==> config.mk <==
export PLATFORM = sky130hd
export DESIGN_NAME = mux_result_demux
export DESIGN_NICKNAME = d
export VERILOG_FILES = /design/src/rtl/mux_result_demux.sv
export SDC_FILE = /design/constraint.sdc
export NUM_CORES = 1
export LEC_CHECK = 0
export BUFFER_PORTS_ARGS = -buffer_cell sky130_fd_sc_hd__buf_2
export CORE_MARGIN = 5
export CORE_UTILIZATION = 35
export CTS_BUF_LIST = sky130_fd_sc_hd__clkbuf_4 sky130_fd_sc_hd__clkbuf_8 sky130_fd_sc_hd__clkbuf_16
export CTS_CLUSTER_SIZE = 40
export DETAILED_ROUTE_END_ITERATION = 6
export GPL_ROUTABILITY_DRIVEN = 0
export PLACE_DENSITY = 0.63
export SETUP_SLACK_MARGIN = 0.5
export SLEW_MARGIN = 20
export SYNTH_ARGS = -nofsm -noshare
export SYNTH_HDL_FRONTEND = slang
export SYNTH_SLANG_ARGS = --single-unit
==> constraint.sdc <==
create_clock -name clk -period 1.95 [get_ports clk]
set_input_delay 0.39 -clock clk [delete_from_list [all_inputs] [get_ports clk]]
set_output_delay 0.39 -clock clk [all_outputs]
set_load 0.005 [all_outputs]
==> src/rtl/mux_result_demux.sv <==
// Receive side of the dice/traffic-light mux: demultiplexes the shared result bus,
// checks each channel for legality, counts errors and rolls, and drives a 7-seg digit.
module mux_result_demux #(
  parameter int CNT_W = 8
) (
  input  logic             clk,
  input  logic             rst,
  input  logic             sel,
  input  logic [2:0]       result,
  output logic [2:0]       dice_val,
  output logic             red,
  output logic             amber,
  output logic             green,
  output logic             dice_err,
  output logic             light_err,
  output logic [CNT_W-1:0] err_count,
  output logic [CNT_W-1:0] roll_count,
  output logic [6:0]       seg_n
);

  typedef enum logic {UNSYNC, TRACK} lstate_e;

  logic             sel_q, vld_q;
  logic [2:0]       res_q;
  logic [2:0]       dice_q, dice_d;
  logic [2:0]       lt_q, lt_d;
  logic             de_q, de_d, le_q, le_d;
  logic [CNT_W-1:0] err_q, err_d, roll_q, roll_d;
  lstate_e          st_q, st_d;
  logic             err_inc, roll_inc, legal;
  logic [2:0]       succ;

  always_comb begin
    legal = (res_q == 3'b100) || (res_q == 3'b110) ||
            (res_q == 3'b001) || (res_q == 3'b010);
    case (lt_q)
      3'b100:  succ = 3'b110;
      3'b110:  succ = 3'b001;
      3'b001:  succ = 3'b010;
      default: succ = 3'b100;
    endcase
  end

  always_comb begin
    dice_d   = dice_q;
    lt_d     = lt_q;
    st_d     = st_q;
    de_d     = 1'b0;
    le_d     = 1'b0;
    err_inc  = 1'b0;
    roll_inc = 1'b0;
    // vld_q suppresses a decision on the input stage's reset contents
    if (vld_q) begin
      if (!sel_q) begin
        st_d = UNSYNC;
        if (res_q inside {[3'd1:3'd6]}) begin
          dice_d   = res_q;
          roll_inc = (res_q != dice_q) && (dice_q != 3'd0);
        end else begin
          de_d    = 1'b1;
          err_inc = 1'b1;
        end
      end else begin
        case (st_q)
          UNSYNC: begin
            if (legal) begin
              lt_d = res_q;
              st_d = TRACK;
            end else begin
              le_d    = 1'b1;
              err_inc = 1'b1;
            end
          end
          default: begin
            if (!legal) begin
              le_d    = 1'b1;
              err_inc = 1'b1;
              st_d    = UNSYNC;
            end else if (res_q != lt_q) begin
              // out-of-order legal pattern is flagged but still adopted
              lt_d = res_q;
              if (res_q != succ) begin
                le_d    = 1'b1;
                err_inc = 1'b1;
              end
            end
          end
        endcase
      end
    end
    err_d  = (err_inc  && err_q  != '1) ? err_q  + CNT_W'(1) : err_q;
    roll_d = (roll_inc && roll_q != '1) ? roll_q + CNT_W'(1) : roll_q;
  end

  always_ff @(posedge clk) begin
    if (rst) begin
      sel_q  <= 1'b0;
      res_q  <= 3'd0;
      vld_q  <= 1'b0;
      dice_q <= 3'd0;
      lt_q   <= 3'd0;
      de_q   <= 1'b0;
      le_q   <= 1'b0;
      err_q  <= '0;
      roll_q <= '0;
      st_q   <= UNSYNC;
    end else begin
      sel_q  <= sel;
      res_q  <= result;
      vld_q  <= 1'b1;
      dice_q <= dice_d;
      lt_q   <= lt_d;
      de_q   <= de_d;
      le_q   <= le_d;
      err_q  <= err_d;
      roll_q <= roll_d;
      st_q   <= st_d;
    end
  end

  always_comb begin
    case (dice_q)
      3'd1:    seg_n = 7'h79;
      3'd2:    seg_n = 7'h24;
      3'd3:    seg_n = 7'h30;
      3'd4:    seg_n = 7'h19;
      3'd5:    seg_n = 7'h12;
      3'd6:    seg_n = 7'h02;
      default: seg_n = 7'h7F;
    endcase
  end

  assign dice_val   = dice_q;
  assign red        = lt_q[2];
  assign amber      = lt_q[1];
  assign green      = lt_q[0];
  assign dice_err   = de_q;
  assign light_err  = le_q;
  assign err_count  = err_q;
  assign roll_count = roll_q;

endmodule

# ---- Word level (Yosys, flattened, before mapping)
# Cells that the tools add are included.
# W data, S select, Z words.
dict set report totals {
  regBits 30
  output_inout_bits 31
}
dict set report op_classes {
  addsub 2
  magnitude_cmp 2
  eq_ne 19
  mux 20
  bitwise 2
  reduce_logical 12
}
# op count
set op_table {}
lappend op_table {{$pmux W7 S6} 1}
lappend op_table {{$eq A3 B3 Y1 const B} 7}
lappend op_table {{$add A8 B1 Y8 const B} 2}
lappend op_table {{$ne A8 B8 Y1 const B} 2}
lappend op_table {{$mux W1} 14}
lappend op_table {{$mux W3} 4}
lappend op_table {{$eq A3 B1 Y1 const B} 3}
lappend op_table {{$eq A3 B2 Y1 const B} 3}
lappend op_table {{$ne A3 B3 Y1} 3}
lappend op_table {{$pmux W3 S3} 1}
lappend op_table {{$reduce_or A3 Y1} 2}
lappend op_table {{$logic_and A1 B1 Y1} 4}
lappend op_table {{$reduce_and A4 Y1} 1}
lappend op_table {{$ge A3 B1 Y1 const B} 1}
lappend op_table {{$le A3 B3 Y1 const B} 1}
lappend op_table {{$logic_or A1 B1 Y1} 3}
lappend op_table {{$reduce_and A3 Y1} 1}
lappend op_table {{$reduce_bool A3 Y1} 1}
lappend op_table {{$ne A2 B1 Y1 const B} 1}
lappend op_table {{$not A1 Y1} 2}

# ---- Logic depth before layout (Yosys ltp)
dict set report logic_depth {
  ltp_word 10
  ltp_mapped 8
  mapped_depth_nobuf 6
}

# ---- Worst setup path after synthesis
# Ideal clock, no wire load.
dict set report synth_path {
  path_kind {reg-to-reg}
  startpoint {register res_q[1]}
  endpoint {register roll_q[4] (netlist: roll_count[4])}
  setup_ps 121
  t_arrival_ps 1942
  required_ps 1829
  path_slack_ps -113
  path_stages_with_launch 9
  n_path_buf 2
  period_less_slack_ps 2063
  path_cell_list {dfxtp_1 -> buf_6 -> and3_4 -> or3_1 -> buf_6 -> a311o_1 -> nor3_4 -> nand3_2 -> mux2_4}
}
dict set report synth_between {
  elab_chain_len 6
  word_cells_on_any_way 9
  cone_classes {2 x order compare; 1 x eq/ne; 3 x mux; 3 x reduce/logical}
}
# element line
set synth_lines {}
lappend synth_lines {{from (decl)} 24} ;# logic [2:0] res_q;
lappend synth_lines {{from (signal assigned)} 109} ;# res_q <= result;
lappend synth_lines {{$ge A3 B1 Y1, or another cell as far along} 56} ;# if (res_q inside {[3'd1:3'd6]}) begin
lappend synth_lines {{$logic_and A1 B1 Y1 (on tied branches)} {56, 58}}
lappend synth_lines {{$mux W1 *} 56}
lappend synth_lines {{$mux W1 *} 54} ;# if (!sel_q) begin
lappend synth_lines {{$mux W1 *} 53} ;# if (vld_q) begin
lappend synth_lines {{$logic_and A1 B1 Y1 *} 92} ;# roll_d = (roll_inc && roll_q != '1) ? roll_q + CNT_W'(1) : roll_q;
lappend synth_lines {{to (signal assigned)} 116} ;# roll_q <= roll_d;
lappend synth_lines {{to (decl)} 28} ;# logic [CNT_W-1:0] err_q, err_d, roll_q, roll_d;
# Every way passes the cells marked *; elsewhere a longest branch is shown, timed or not.
# A chain may end at the register's enable or synchronous reset.

# ---- Worst setup path after layout
dict set report layout_path {
  startpoint {register res_q[0]}
  endpoint {register err_q[6] (netlist: err_count[6])}
}
dict set report layout_between {
  elab_chain_len 9
  word_cells_on_any_way 21
  cone_classes {2 x order compare; 6 x eq/ne; 8 x mux; 5 x reduce/logical}
}
# element line
set layout_lines {}
lappend layout_lines {{$eq A3 B3 Y1} 34} ;# legal = (res_q == 3'b100) || (res_q == 3'b110) ||
lappend layout_lines {{$logic_or A1 B1 Y1 (2 in series)} 34}
lappend layout_lines {{$logic_or A1 B1 Y1} 35} ;# (res_q == 3'b001) || (res_q == 3'b010);
lappend layout_lines {{$mux W1 (on tied branches)} {66, 75}}
lappend layout_lines {{$mux W1} 64} ;# case (st_q)
lappend layout_lines {{$mux W1 *} 54}
lappend layout_lines {{$mux W1 *} 53}
lappend layout_lines {{$logic_and A1 B1 Y1 *} 91} ;# err_d = (err_inc && err_q != '1) ? err_q + CNT_W'(1) : err_q;
lappend layout_lines {{to (signal assigned)} 115} ;# err_q <= err_d;
lappend layout_lines {{to (decl)} 28}
# Marks and branches as above.

==> run_results.csv <==
group,metric,value,unit
status,run_status,"finished with violations",
status,violations,"negative setup slack",
final_layout,nFillCells,446,
cts,clock_latency,280,ps
detailed_routing,vias_per_cell,5.196,
setup_path,cp.arrival,2180,ps
global_routing,grt_max_degree,20,
detailed_routing,drc,0,
setup_path,cp_slowest_cell,"o32a_4",
min_path,min_path_cells,2,
cts,clk_pin_slew,70,ps
timing,hold_viol,0,
timing,fin_skew,4.728,ps
setup_path,timing.rr.start,"res_q[0]$_SDFF_PP0_",
timing,fin_crit_sh,1.008,
timing,slew_viol_final,0,
yosys,ys.flop_type,"dfxtp_1",
cts,clockRootBuffer,"clkbuf_8",
timing,tightest_slew,362.7,ps
setup_path,end_kind,"register",
detailed_routing,ant_nets,0,
yosys,synth_top_area_share,0.3645,
setup_path,r2r-end,"err_count[6]$_SDFFE_PP0P_",
yosys,yosysTopAreaCell,"dfxtp_1",
placement,port_buffers,36,
job,drv_cap,0,
placement,hpwlAfterDp,2806,um
detailed_routing,vias,1616,
timing,fin_ws,-16.14,ps
setup_path,cp-start-kind,"register",
yosys,yosysUniqueCellTypes,55,
detailed_routing,drt_iter0_markers,84,
cts,h-tree-depth,2,
yosys,ys_top_cells_by_area,"dfxtp_1 (36%), nor2_1 (5.0%), mux2i_1 (3.6%)",
yosys,ys_seq_elements,30,
setup_path,cp.buffers_inverters,1,
pwr,p_per_area,604.1,nW/um^2
final_layout,postLayoutCoreUtil,0.5133,
min_path,holdPathEnd,"res_q[0]$_SDFF_PP0_",
setup_path,path_delay_family,"compound AO/OA/AOI/OAI gates",
timing,period_minus_slack,1966,ps
final_layout,regArea,619.3,um^2
yosys,netlist_area,1648,um^2
global_routing,grt_pass1_wl,6561,um
global_routing,grt_pass1_vias,1415,
yosys,ys_async_sr_fraction,0,
timing,clock.fmax,0.5086,GHz
final_layout,finalNetCount,264,
timing,relSlewSlack,0.7582,
min_path,hp-class,"in2reg",
detailed_routing,drt_pass1_iterations,4,
yosys,synth_warnings,0,
yosys,avgSynthCellArea,8.719,um^2
final_layout,final_cell_mix,"buf_2 (34), buf_4 (28), dfxtp_1 (23)",
final_layout,drive_gt1_frac,0.4747,
min_path,worstHoldStart,"result[0]",
global_routing,grt_util_all_layers,0.1330,
setup_path,crit_required,2160,ps
yosys,syn-num-nets,197,
setup_path,rrSetupSlack,-20,ps
floorplanning,fp-row-count,25,
floorplanning,start_util,0.3536,
detailed_routing,wl_per_cell,12.83,um
cts,clkSinkCount,30,
yosys,syn_inst,189,
detailed_routing,wirelength,3990,um
floorplanning,die_x,78.62,um
final_layout,synthToLayoutAreaGrowth,45.18,%
global_routing,antenna_found_initial,0,
setup_path,crit_chain,"buf_6 > xnor2_1 > a41o_1 > o32a_4 > or4_1 > a21oi_1",
cts,clock_path_buffers,2,
cts,cts_tree,"built",
timing,tns,-16.14,ps
yosys,synth_edf_count,0,
setup_path,rr_worst_depth,6,
final_layout,antenna_cells,0,
yosys,ys_seq_area_frac,0.3645,
pwr,cellLeakagePower,1.020,nW
final_layout,multiInputGateArea,1087,um^2
setup_path,slowest_delay,420,ps
setup_path,worstSetupPathType,"reg2reg",
pwr,worst_ir_drop_vdd,423.9,uV
final_layout,layout_commonest_cell,"buf_2",
setup_path,cp_max_fo,8,
floorplanning,die_h,78.62,um
timing,rsz0062_at_grt,"true",
floorplanning,dieArea,6180,um^2
floorplanning,ios,37,
floorplanning,coreArea,4661,um^2
cts,numCtsBuffers,5,
timing,finalSetupViolations,1,
global_routing,grt-ovfl-total,0,
## sequential cells by signal (all words and copies together) (netlist names)
register / cells
roll_count: 8
err_count: 8
light_err: 1
st_q: 1
dice_err: 1
dice_val: 3
vld_q: 1
res_q: 3
lt_q: 3
sel_q: 1
## final cells by class
class                      instances  area share
multi-input combinational        139      0.4545
inverter                           8     0.01255
clock buffer                       7     0.03766
sequential                        30      0.2589
timing repair buffer              72      0.2061
tap                               54     0.02824
clock inverter                     1    0.002092
## logic make-up after synthesis
family,Yosys count,synth area share
fa+ha+maj,3,0.02126
xor+xnor,8,0.04252
compound gates,40,0.1663
mux,9,0.05922
simple gates,78,0.2771
flops,30,0.3645
buf+inv,21,0.06909
## timing repair
action,CTS,global route
cloned,1,0
pin swaps,6,6
hold buffers,0,0
buffers inserted,3,1
endpoints found under the setup margin,30,29
resized for setup,33,23
## per-stage QoR
step	instance area [um^2]	setup slack [ps]	cells	total power, mW	hold slack, ps
2_1_floorplan	1653	-110.2	189	0.7882	450.1
3_3_place_gp	2052	-183.5	298	0.8707	459.1
3_5_place_dp	2052	-256.4	298	0.8741	468.1
4_1_cts	2287	-5.642	310	1.436	313.7
5_1_grt	2392	-78.72	311	1.519	314.8
6_report	2392	-16.14	311	1.445	319.2
## where the power goes
group | internal, mW | switching (mW) | total (mW)
Clock | 0.298 | 0.231 | 0.529
Sequential | 0.629 | 0.0249 | 0.654
Combinational | 0.139 | 0.123 | 0.263
## per-layer routing
metal | vias to the layer above | GRT usage | share of wire
li1 | 816 | - | -
met1 | 756 | 0.1661 | 0.45
met2 | 38 | 0.2131 | 0.48
met3 | 6 | 0.03670 | 0.050
met4 | 0 | 0.05769 | 0.016
met5 | - | 0 | 0
## synthesized netlist by cell type (4+ instances only)
cell type  number
inv_1           7
nor2b_1         8
buf_2           4
nor2_1         22
a21oi_1         9
xnor2_1         5
o21a_1          4
nand3_1         8
o21ai_1         5
mux2i_1         6
o21ai_0         5
or3_1           5
nand2_1         9
dfxtp_1        30
nand2b_1        4
## worst max path at each step
stage                                            end           startpoint  depth (start not counted)  slack (ps)
after CTS                  err_count[6]$_SDFFE_PP0P_  res_q[1]$_SDFF_PP0_                          6          -6
after global placement     err_count[6]$_SDFFE_PP0P_  res_q[1]$_SDFF_PP0_                          6        -180
final                      err_count[6]$_SDFFE_PP0P_  res_q[0]$_SDFF_PP0_                          6         -20
after detailed placement  roll_count[4]$_SDFFE_PP0P_  res_q[1]$_SDFF_PP0_                          6        -260
after global routing      roll_count[4]$_SDFFE_PP0P_  res_q[1]$_SDFF_PP0_                          6         -80
after floorplan           roll_count[4]$_SDFFE_PP0P_  res_q[1]$_SDFF_PP0_                          8        -110
Note: power is estimated with default switching activity, not from simulation.
